[src/rtl/serial_operand_feeder.sv]
// rtl/serial_operand_feeder.sv - accepts operand pairs and shifts them out LSB-first for the bit-serial adder
module serial_operand_feeder #(
    parameter int WIDTH = 8,
    parameter int CNT_W = $clog2(WIDTH)
) (
    input  logic             clk,
    input  logic             rst_n,
    input  logic             in_valid,
    output logic             in_ready,
    input  logic [WIDTH-1:0] op_a,
    input  logic [WIDTH-1:0] op_b,
    output logic             sum_clr,
    output logic             a,
    output logic             b,
    output logic             bit_valid,
    output logic             last
);

    typedef enum logic [1:0] {
        IDLE  = 2'd0,
        CLEAR = 2'd1,
        SHIFT = 2'd2
    } state_t;

    localparam logic [CNT_W-1:0] CNT_LAST = CNT_W'(WIDTH - 1);
    localparam logic [CNT_W-1:0] CNT_ONE  = CNT_W'(1);

    state_t           state;
    state_t           state_nxt;
    logic [WIDTH-1:0] shreg_a;
    logic [WIDTH-1:0] shreg_b;
    logic [CNT_W-1:0] cnt;
    logic             at_last;
    logic             accept;

    assign at_last = (state == SHIFT) && (cnt == CNT_LAST);
    assign accept  = in_valid && in_ready;

    always_ff @(posedge clk or negedge rst_n) begin
        if (!rst_n) begin
            state <= IDLE;
        end else begin
            state <= state_nxt;
        end
    end

    // A new pair may be taken while the MSB is on the wire, giving back-to-back words.
    always_comb begin
        state_nxt = state;
        case (state)
            IDLE:    if (accept) state_nxt = CLEAR;
            CLEAR:   state_nxt = SHIFT;
            SHIFT:   if (at_last) state_nxt = accept ? CLEAR : IDLE;
            default: state_nxt = IDLE;
        endcase
    end

    always_ff @(posedge clk or negedge rst_n) begin
        if (!rst_n) begin
            shreg_a <= '0;
            shreg_b <= '0;
            cnt     <= '0;
        end else if (accept) begin
            shreg_a <= op_a;
            shreg_b <= op_b;
            cnt     <= '0;
        end else if (state == SHIFT) begin
            shreg_a <= {1'b0, shreg_a[WIDTH-1:1]};
            shreg_b <= {1'b0, shreg_b[WIDTH-1:1]};
            cnt     <= at_last ? '0 : cnt + CNT_ONE;
        end
    end

    // Serial outputs come from flops only; in_ready is additionally masked by reset.
    always_comb begin
        in_ready  = rst_n && ((state == IDLE) || at_last);
        sum_clr   = 1'b0;
        a         = 1'b0;
        b         = 1'b0;
        bit_valid = 1'b0;
        last      = 1'b0;
        case (state)
            CLEAR: sum_clr = 1'b1;
            SHIFT: begin
                a         = shreg_a[0];
                b         = shreg_b[0];
                bit_valid = 1'b1;
                last      = at_last;
            end
            default: ;
        endcase
    end

endmodule

[config.mk]
export PLATFORM = sky130hd
export DESIGN_NAME = serial_operand_feeder
export DESIGN_NICKNAME = d
export VERILOG_FILES = /design/src/rtl/serial_operand_feeder.sv
export SDC_FILE = /design/constraint.sdc
export NUM_CORES = 1
export LEC_CHECK = 0
export CORE_MARGIN = 10
export CORE_UTILIZATION = 40
export DETAILED_ROUTE_END_ITERATION = 10
export PLACE_DENSITY = 0.68
export REMOVE_ABC_BUFFERS = 1
export SETUP_SLACK_MARGIN = 0.4
export SLEW_MARGIN = 20
export SYNTH_ARGS = -nofsm -noshare
export SYNTH_HDL_FRONTEND = slang
export SYNTH_SLANG_ARGS = --single-unit
export TNS_END_PERCENT = 30
[constraint.sdc]
create_clock -name clk -period 2.1 [get_ports clk]
set_clock_uncertainty 0.05 [all_clocks]
set_input_delay 0.42 -clock clk [delete_from_list [all_inputs] [get_ports clk]]
set_output_delay 0.42 -clock clk [all_outputs]
set_load 0.03 [all_outputs]
==> key figures <==
Run status
  – Status: completed

Finish
  – Post-Layout Inst Area: between 1500 and 2000 um^2
  – Layout cell share with drive strength beyond 1: 0.504
  – Diode count: 0
  – Nets@finish: about 140
  – Area growth from synthesis to layout: 36.3%
  – Fin util: 0.573

Routing
  – DRC viols: 0
  – Routed len/inst: around 17 um
  – 1st-pass router iterations: 3
  – Vias per cell: approximately 5
  – Max layer used: met4
  – Vias post-DR: about 750
  – Routed length on met1: ~1100 um
  – WL met3: 188 um
  – Routed wire length: about 2500 um
  – Met2 wire len: between 1000 and 1500 um
  – Post-route antenna net violation count: 0
  – Starting DRT DRC Count: 22

Power and ir drop
  – Sw frac: 0.319
  – Clk pwr share: 0.092
  – Cell area power density: 1350 nW/um^2
  – Maximum VDD drop: approximately 840 uV
  – Internal power: between 1 and 1.5 mW
  – Logic gate share of total power: 0.575
  – NetSw: a little under 0.7 mW
  – Leakage power: 0.813 nW
  – Reg power frac: 0.333

Worst setup path
  – Crit Path Max Fanout: 2
  – Largest stage delay, worst path: between 0.4 and 0.5 ns
  – WS Path Type: reg2out
  – WP buf/inv: 1
  – Cell family with most CP delay: flip-flops
  – CP max stage cell: dfrtp_1
  – Cell Chain, Critical Path: ha_2 -> ha_4 -> nand2b_4 -> and3b_2 -> buf_6
  – Crit. End Element: output port
  – Crit path launch type: register
  – CP arrival: 1.55 ns
  – Required time of the critical path: about 1.6 ns

Place
  – Placed Area: 1420 um^2
  – Half-perimeter wire length after placement: 1660 um
  – GP Congestion: about 0.73
  – Port Buffers: 24

Flow run
  – Max_cap viols: 0

Yosys
  – Synth Cell Area: around 1200 um^2
  – Synth unique cells: 23
  – Yosys reg bits: 21
  – Post-synth top flop: dfrtp_1
  – Syn Area/Cell: around 15 um^2
  – Commonest cells post-synth: mux2_4 (23), dfrtp_1 (21), nand2_1 (5), mux2_2 (4), inv_1 (3)
  – Post-synthesis cell count: 80
  – Warnings from Yosys: 0
  – Leading area contributor after synthesis: dfrtp_1
  – Post-synth top area share: 0.449
  – Seq/Total Area, Yosys: 0.449
  – Async SR Flop Fraction: 1.00
  – Post-synth EDFFs: 0
  – Synth top area cells: dfrtp_1 (45%), mux2_4 (30%), mux2_2 (3.9%)
  – Count leader, synth: mux2_4

Timing
  – Worst-margin pin slew: between 0.3 and 0.4 ns
  – Fmax: around 0.50 GHz
  – Final hold violations: 0
  – Slew headroom: 0.787
  – Setup TNS: 0 ns
  – RSZ-0062 raised after global routing: yes
  – Count of final setup violators: 0
  – Final Critical Period: 2.02 ns
  – Slew Limit Fails: 0
  – Tcrit/Tclk final: 0.961

Clocking
  – CTS tree: built
  – Clock Sinks: 21
  – Clock buffer depth: 2
  – Clock Tree Root: clkbuf_4
  – Hold buffers post-CTS: 0
  – Clock latency on the worst-skew pair: between 0.3 and 0.4 ns
  – CTS buffer count: 3
  – H-tree Lvls: 1
  – Clock transition at path regs: about 0.11 ns

GRT
  – All-layer global routing usage: 0.0936
  – Gr ovfl total: 0
  – First-pass GRT wire length: ~4100 um
  – Initial antenna violation count: 0
  – Vias in the first global route: about 860
  – Largest net degree at the start of global routing: 22

Floorplanning
  – Die area: approximately 5500 um^2
  – Die Ht: roughly 74 um
  – Die width: approximately 74 um
  – Initial Utilization: 0.421
  – Row count: 19
  – Io pins: 25
  – Placeable Area: around 2800 um^2

Worst hold path
  – Worst Hold Class: in2async
metal layers:
metal / vias to the layer above / GRT usage
li1: 349 / -
met1: 372 / 0.115
met2: 22 / 0.147
met3: 3 / 0.0412
met4: 0 / 0.0228
met5: - / 0
cells in the final DEF, fill, tap and decap left out, drive strengths merged, types with 2 or more instances in the layout:
cell           count
mux2              28
nand2b             2
nand2              5
o21ai              2
ha                 2
and2               3
clkdlybuf4s50     18
mux2i              2
inv                4
buf               18
dfrtp             21
clkbuf             4
nand3b             2
stage by stage:
step | power [mW] | cells | hold slack [ns] | setup slack (ns)
5_1_grt | 2.29 | 148 | 0.235 | 0.0277
2_1_floorplan | 1.52 | 77 | 0.0744 | 0.327
3_5_place_dp | 1.78 | 135 | 0.471 | 0.124
6_report | 2.16 | 148 | 0.249 | 0.0828
4_1_cts | 2.08 | 145 | 0.245 | 0.0788
3_3_place_gp | 1.72 | 135 | 0.464 | 0.146
worst register-to-register path: cells and delay by family, from the launching register on:
kind	cells	cell delay [ns]
DFF	1	0.41
muxes	1	0.30
buffers and inverters	3	0.39
adders and majority gates	2	0.36
and+or+nand+nor	2	0.23
sequential cells by signal (all words and copies together) (netlist names):
signal	flops
cnt	3
shreg_a	8
state	2
shreg_b	8
timing repair:
item,CTS,global route
endpoints found under the setup margin,25,24
gates cloned,0,0
gates resized for setup,21,7
pin swaps,1,2
setup buffers,6,3
area by class of cell:
type,count,area (um^2)
tap,31,38.8
multi-input combinational,52,626
fill,240,1190
sequential,21,526
inverter,4,17.5
timing repair buffer,36,360
clock buffer,4,26.3
path summary, 6_finish.rpt:
check	startpoint	endpoint	slack [ns]	cells after the start
hold reg to reg	shreg_b[7]	shreg_b[7]	0.49	2
max in group asynchronous	rst_n	shreg_a[5]	1.25	2
min in group clk	shreg_b[7]	shreg_b[7]	0.49	2
setup / recovery	cnt[0]	in_ready	0.08	5
hold / removal	rst_n	state[1]	0.25	1
setup reg to reg	cnt[0]	shreg_a[5]	0.26	8
cell families (layout without fill, tap and decap cells):
group           count (synthesis)  in the layout  share of synthesized area
mux                            30             30                      0.360
compound gates                  4              4                     0.0192
flops                          21             21                      0.449
simple gates                   16             16                      0.105
fa+ha+maj                       2              2                     0.0214
buf+inv                         7             44                     0.0449
power groups by stage:
| stage | sequential [mW] | combinational, mW | clock [mW] |
|---|---|---|---|
| floorplan | 0.676 | 0.843 | 0 |
| finish | 0.718 | 1.24 | 0.199 |
| detailed placement | 0.716 | 1.06 | 0 |
| global route | 0.743 | 1.32 | 0.224 |
| global placement | 0.703 | 1.02 | 0 |
| CTS | 0.713 | 1.16 | 0.204 |
Note: power is estimated with default switching activity, not from simulation.
